`config.mk`:
```
export PLATFORM = sky130hd
export DESIGN_NAME = divider
export DESIGN_NICKNAME = d
export VERILOG_FILES = /design/src/rtl/divider.sv
export SDC_FILE = /design/constraint.sdc
export NUM_CORES = 1
export LEC_CHECK = 0
export ABC_AREA = 1
export BUFFER_PORTS_ARGS = -buffer_cell sky130_fd_sc_hd__buf_4
export CORE_UTILIZATION = 45
export CTS_CLUSTER_DIAMETER = 100
export DETAILED_ROUTE_END_ITERATION = 8
export GPL_TIMING_DRIVEN = 0
export PLACE_DENSITY = 0.65
export SETUP_SLACK_MARGIN = 0.2
export SLEW_MARGIN = 0
export SYNTH_ARGS = -nofsm -noshare
export SYNTH_HDL_FRONTEND = slang
export SYNTH_SLANG_ARGS = --single-unit
```
`constraint.sdc`:
```
create_clock -name clk -period 3.4 [get_ports clk]
set_input_delay 0.17 -clock clk [delete_from_list [all_inputs] [get_ports clk]]
set_output_delay 0.17 -clock clk [all_outputs]
set_load 0.05 [all_outputs]
```
`src/rtl/divider.sv`:
```
// Sequential unsigned restoring divider: one quotient bit per clock, with
// quotient/remainder and a one-cycle valid pulse on completion.
module divider #(
  parameter int DATA_WIDTH_1 = 8,
  parameter int DATA_WIDTH_2 = 8
) (
  input  logic                    clk,
  input  logic                    rst_n,
  input  logic                    start_i,
  input  logic [DATA_WIDTH_1-1:0] data1_i,
  input  logic [DATA_WIDTH_2-1:0] data2_i,
  output logic                    busy_o,
  output logic                    valid_o,
  output logic [DATA_WIDTH_1-1:0] quotient_o,
  output logic [DATA_WIDTH_2-1:0] remainder_o,
  output logic                    div_by_zero_o
);

  localparam int CW = $clog2(DATA_WIDTH_1 + 1);

  typedef enum logic {IDLE, CALC} state_t;

  state_t                  state, state_nxt;
  logic [DATA_WIDTH_1-1:0] dvd_q;    // dividend shifts out, quotient shifts in
  logic [DATA_WIDTH_2-1:0] dvs_q;
  logic [DATA_WIDTH_2-1:0] part_q;   // always < divisor between iterations
  logic [CW-1:0]           cnt_q;

  logic [DATA_WIDTH_2:0]   shifted, diff;
  logic [DATA_WIDTH_2-1:0] part_nxt;
  logic [DATA_WIDTH_1-1:0] dvd_nxt;
  logic                    ge, last, accept, dbz_req;

  // The shifted partial is one bit wider than the divisor; the borrow out of
  // the subtraction doubles as the compare result.
  always_comb begin
    shifted  = {part_q, dvd_q[DATA_WIDTH_1-1]};
    diff     = shifted - {1'b0, dvs_q};
    ge       = ~diff[DATA_WIDTH_2];
    part_nxt = ge ? diff[DATA_WIDTH_2-1:0] : shifted[DATA_WIDTH_2-1:0];
    dvd_nxt  = {dvd_q[DATA_WIDTH_1-2:0], ge};
    last     = (cnt_q == CW'(1));
    accept   = (state == IDLE) && start_i && (data2_i != '0);
    dbz_req  = (state == IDLE) && start_i && (data2_i == '0);
  end

  always_ff @(posedge clk or negedge rst_n) begin
    if (!rst_n) state <= IDLE;
    else        state <= state_nxt;
  end

  always_comb begin
    state_nxt = state;
    case (state)
      IDLE:    if (accept) state_nxt = CALC;
      CALC:    if (last)   state_nxt = IDLE;
      default: state_nxt = IDLE;
    endcase
  end

  assign busy_o = (state == CALC);

  always_ff @(posedge clk or negedge rst_n) begin
    if (!rst_n) begin
      dvd_q         <= '0;
      dvs_q         <= '0;
      part_q        <= '0;
      cnt_q         <= '0;
      valid_o       <= 1'b0;
      quotient_o    <= '0;
      remainder_o   <= '0;
      div_by_zero_o <= 1'b0;
    end else begin
      valid_o <= 1'b0;
      if (accept) begin
        dvd_q  <= data1_i;
        dvs_q  <= data2_i;
        part_q <= '0;
        cnt_q  <= CW'(DATA_WIDTH_1);
      end else if (state == CALC) begin
        dvd_q  <= dvd_nxt;
        part_q <= part_nxt;
        cnt_q  <= cnt_q - CW'(1);
        if (last) begin
          quotient_o    <= dvd_nxt;
          remainder_o   <= part_nxt;
          div_by_zero_o <= 1'b0;
          valid_o       <= 1'b1;
        end
      end
      if (dbz_req) begin
        quotient_o    <= '1;
        remainder_o   <= '0;
        div_by_zero_o <= 1'b1;
        valid_o       <= 1'b1;
      end
    end
  end

endmodule

```
# Word level (Yosys, flattened, before mapping)
# Cells that the tools add are included.
word_totals:
  in_bits: 19
  output_inout_bits: 19
  regBits: 47
  word_cells: 50
classes:
  mux: 26
  bitwise_logic: 2
  n_eq_ne: 2
  add_sub_neg: 2
  reduce_logical: 9
op_table:
  columns: ["cell", "count"]
  rows:
  - ["$mux 8", 13]
  - ["$mux 1", 10]
  - ["$sub 9x8->9", 1]
  - ["$logic_not 8->1", 1]
  - ["$mux 4", 2]
  - ["$reduce_bool 8->1", 1]
  - ["$reduce_bool 2->1", 3]
  - ["$eq 4x1->1 const B", 1]
  - ["$sub 4x1->4 const B", 1]
  - ["$logic_and 1x1->1", 3]
  - ["$reduce_and 3->1", 1]
  - ["$ne 2x1->1 const B", 1]
  - ["$not 1->1", 2]
  - ["$pmux 1 s2", 1]

# Depth between registers and ports, before layout
depth:
  word_depth: 6
  depth_mapped: 14
  depth_no_buf: 14

# Worst setup path before layout
# No wires, ideal clock.
synth_timing:
  path_type: "reg-to-reg"
  startpoint: "reg dvd_q[7]"
  endpoint: "reg remainder_o[5]"
  setup_ns: 0.118
  path_stages_with_launch: 15
  arrival_ns: 1.713
  period_less_slack_ns: 1.832
  path_buffers: 0
  slack_ns: 1.568
  required_time_ns: 3.282
  cell_sequence: "dfrtp_1 > inv_1 > ha_1 > inv_1 > fa_1 > nand2_1 > nand2_1 > nand3_2 > nand2_2 > nand2_4 > nand2_8 > nand2_4 > nand2_2 > nand2_1 > nand2_1"
synth_between:
  elab_chain_cells: 6
synth_lines:
  columns: ["item", "line", "rtl"]
  rows:
  - ["start: declaration", "24", "logic [DATA_WIDTH_1-1:0] dvd_q;"]
  - ["start signal: assignment", "76", "dvd_q <= data1_i;"]
  - ["start signal: assignment", "81", "dvd_q <= dvd_nxt;"]
  - ["$sub 9x8->9", "38", "diff = shifted - {1'b0, dvs_q};"]
  - ["$mux 8", "40", "part_nxt = ge ? diff[DATA_WIDTH_2-1:0] : shifted[DATA_WIDTH_2-1:0];"]
  - ["$mux 8", "84", "if (last) begin"]
  - ["$mux 8", "80", "end else if (state == CALC) begin"]
  - ["$mux 8", "75", "if (accept) begin"]
  - ["$mux 8", "91", "if (dbz_req) begin"]
  - ["end signal: assignment", "86", "remainder_o <= part_nxt;"]
  - ["end: declaration", "15", "output logic [DATA_WIDTH_2-1:0] remainder_o,"]
# Every way passes these cells. The select of a mux whose other input is x is not followed.
# A chain may end at the register's enable or synchronous reset.

# Worst setup path after layout
layout_timing:
  startpoint: "reg dvd_q[7]"
  endpoint: "reg remainder_o[0]"
layout_between:
  elab_chain_cells: 6
layout_lines:
  columns: ["item", "line"]
  rows:
  - ["$sub 9x8->9", "38"]
  - ["$mux 8 (*)", "40"]
  - ["$mux 8 (*)", "84"]
  - ["$mux 8 (*)", "80"]
  - ["$mux 8 (*)", "75"]
  - ["$mux 8 (*)", "91"]
# Mark *: on every way between the ends. The rest lies on a longest branch, timed or not. The select of a mux whose other input is x is not followed.

==> implementation parameters <==
Parameter                              Value

Run status
  Result of the run ... finished clean

Synthesis
  Sequential fraction of the synthesis area ... around 46%
  Area contributors post-synth ... dfrtp_1, nand2_1, nand3_1
  Post-Synthesis Net Count ... between 300 and 400
  Synth unique cells ... 29
  Post-Synthesis Mean Instance Area ... between 8 and 9 µm²
  Cell type with the largest total area after synthesis ... dfrtp_1
  Count of synthesis-stage warnings from yosys ... 0
  Area share of the leading cell type in the synthesized netlist ... 46.31%
  Total of flip-flops plus latches after synthesis ... between 40 and 50
  Gate count of the mapped netlist ... 313
  Area of the mapped netlist ... about 2500 µm²

Min path
  Cells on Worst Hold Path ... 3
  Launch instance of the worst min-delay path ... data1_i[0]
  Worst Hold End ... dvd_q[0]$_DFFE_PN0P_
  Class of the tightest hold or removal check ... input pin to flip-flop

Route
  Met2 wire length ... ~2600 µm
  Post-detailed-route via-to-cell ratio ... 4.993
  Met1 layer wirelength in the final routing ... approximately 2700 µm
  WL met3 ... around 210 µm
  Remaining number of nets flagged by the antenna check after routing ... 0
  Detailed Route Iter0 Violations ... approximately 100
  Detailed-route via count ... 2137
  DR WL/cell ... between 10 and 15 µm
  Routed WL ... about 5600 µm
  Post-route DRC violation count ... 0
  Pre-Repair DR Iteration Count ... 4
  Top routing layer used ... met4

Die
  Core Box Area ... 5270 µm²
  Chip width ... about 77 µm
  Count of standard-cell rows ... 26
  Top-level port count ... 38
  Die Footprint ... slightly below 6000 µm²
  Die Y ... 77.13 µm
  Initial Util ... around 48%

Clocking
  Number of clock sinks ... 47
  Root buffer cell ... clkbuf_8
  Clock latency at the later pin of the worst-skew pair ... approximately 0.30 ns
  CTS tree ... yes
  Register clock-pin slew on the reported worst setup and hold paths ... about 0.080 ns
  Total clock buffers created by CTS ... 5
  Longest Clk Path Bufs ... 2
  Htree depth ... 2

Final layout
  Fraction of final layout cells sized beyond drive strength 1 ... between 15 and 20%
  Number of inserted diodes ... 0
  Total number of nets in the final design ... between 300 and 400
  Number of inserted filler cells in the final layout ... between 500 and 600
  Reg area ... approximately 1200 µm²
  Final core utilization ... 56.98%
  Multi-input combinational cell area ... 1112 µm²
  Final cell count without fillers ... ~430
  Growth of design area from synthesis to finish ... 18.23%

Worst setup path
  Reg2Reg Depth ... 12
  Critical path start-end classification ... flip-flop to flip-flop
  R2R Path Start ... dvd_q[7]$_DFFE_PN0P_
  Kind of launch point of the worst setup path ... flip-flop
  Capturing point of the worst reg2reg path ... remainder_o[0]$_DFFE_PN0P_
  Reg2reg setup slack ... approximately 1.3 ns
  Arr. time, crit path ... 2.28 ns
  Critical Path Fanout Max ... 10
  Setup crit end kind ... flip-flop
  Data required time at the worst endpoint ... 3.59 ns

STA
  Final setup TNS ... 0 ns
  Clock skew ... around 0.0061 ns
  Worst-case headroom to the max-slew limit ... approximately three fifths
  Unrepaired setup endpoints after global routing ... false
  F_max ... 479.0 MHz
  Final count of pins violating max slew ... 0
  Worst Hold Slack ... about 0.1 ns
  Number of failing setup endpoints in the final timing report ... 0
  Final number of hold-violating endpoints ... 0
  Actual transition at the worst max-transition pin ... between 0.6 and 0.7 ns
  Crit share post-route ... 61.40%
  Final critical-path required period ... between 2 and 2.5 ns

Placed design
  # port buffers ... 37
  DP Wirelength ... slightly above 4000 µm
  Placed instance count ... 420
  Final weighted congestion in routability-driven placement ... just over 0.8

GRT
  First-pass GRT wire length ... 9708 µm
  Gr usage total ... roughly a fifth
  Largest net degree at the start of global routing ... 48
  Vias in the first global route ... just over 2000
  Number of antenna violations at the first check in global routing ... 0
  Total congestion overflow ... 0

Flow run
  # Max-Cap Violations ... 0
-- routing by layer --
metal	vias up	track usage [%]
met5	-	0
met4	0	5.094
met3	7	3.571
met2	46	33.01
met1	999	29.03
li1	1085	-
-- area by class of cell --
type                       instances  share of cell area [%]
multi-input combinational        206                   37.04
tap                               70                   2.917
sequential                        47                   39.17
clock buffer                       6                   2.750
inverter                          52                   6.500
clock inverter                     1                  0.1667
buffer                             8                   1.875
timing repair buffer              38                   9.583
-- per-stage QoR --
step                      cell area (µm²)  setup WS [ns]
after CTS                            3003          1.311
after global routing                 3003          1.155
final                                3003          1.312
after detailed placement             2905          1.320
after global placement               2905          1.328
after floorplan                      2540          1.568
-- registers in the layout, indices dropped and copies added (netlist names) --
signal / flops
busy_o: 1
cnt_q: 4
div_by_zero_o: 1
dvd_q: 8
dvs_q: 8
part_q: 8
quotient_o: 8
remainder_o: 8
valid_o: 1
-- worst max-delay path by stage --
stage,start,endpoint
after CTS,dvd_q[7]$_DFFE_PN0P_,remainder_o[2]$_DFFE_PN0P_
after global routing,dvd_q[7]$_DFFE_PN0P_,remainder_o[3]$_DFFE_PN0P_
after detailed placement,dvd_q[7]$_DFFE_PN0P_,part_q[5]$_DFFE_PN0P_
after global placement,dvd_q[7]$_DFFE_PN0P_,remainder_o[2]$_DFFE_PN0P_
final,dvd_q[7]$_DFFE_PN0P_,remainder_o[0]$_DFFE_PN0P_
after floorplan,dvd_q[7]$_DFFE_PN0P_,remainder_o[5]$_DFFE_PN0P_
-- cell families after synthesis --
group | Yosys count | synth area share (%)
simple gates | 161 | 29.56
buf+inv | 60 | 9.901
flops | 47 | 46.31
compound gates | 30 | 7.143
fa+ha+maj | 11 | 5.714
xor+xnor | 4 | 1.380
-- layout by cell type, fill, tap and decap left out, types with 2 or more instances in the layout --
cell type  Yosys  routed
o21ai_0        9       9
buf_2          2       2
clkbuf_1       3       3
nand3_1       40      40
a21oi_1        8       8
buf_4          1      38
o211ai_1       8       8
nand4_1        3       3
nand3b_1       6       6
nand2_4        2       2
nor2_1        16      16
ha_1          10      10
xor2_1         3       3
nand2_2        6       6
dfrtp_1       47      47
inv_1         51      51
nand2_1       85      85
clkbuf_8       2       8
-- cells in the mapped netlist (all sizes together) --
cell type,n
nand4,3
inv,52
o211ai,8
dfrtp,47
nor2,16
clkbuf,5
a21oi,9
nand3,42
o22a,1
o22ai,1
o21ai,10
o21bai,1
xnor2,1
nand3b,6
nand2,94
ha,10
fa,1
xor2,3
buf,3
-- critical path, cell delays in order (launching register included) --
cell	delay, ns
dfrtp_1	0.36
inv_1	0.10
ha_1	0.15
inv_1	0.07
fa_1	0.41
nand2_1	0.08
nand2_1	0.11
nand3_2	0.13
nand3_4	0.17
nand2_8	0.18
nand2_1	0.09
nand3_1	0.07
nand2_1	0.05
-- timing repair --
item,CTS,global route
endpoints found under the hold margin,47,0
hold buffers,1,0
gates resized for setup,0,0
setup buffers,0,0
Power is not shown: default switching activity piles up to over one toggle a cycle in this logic, so the estimate is an artifact.
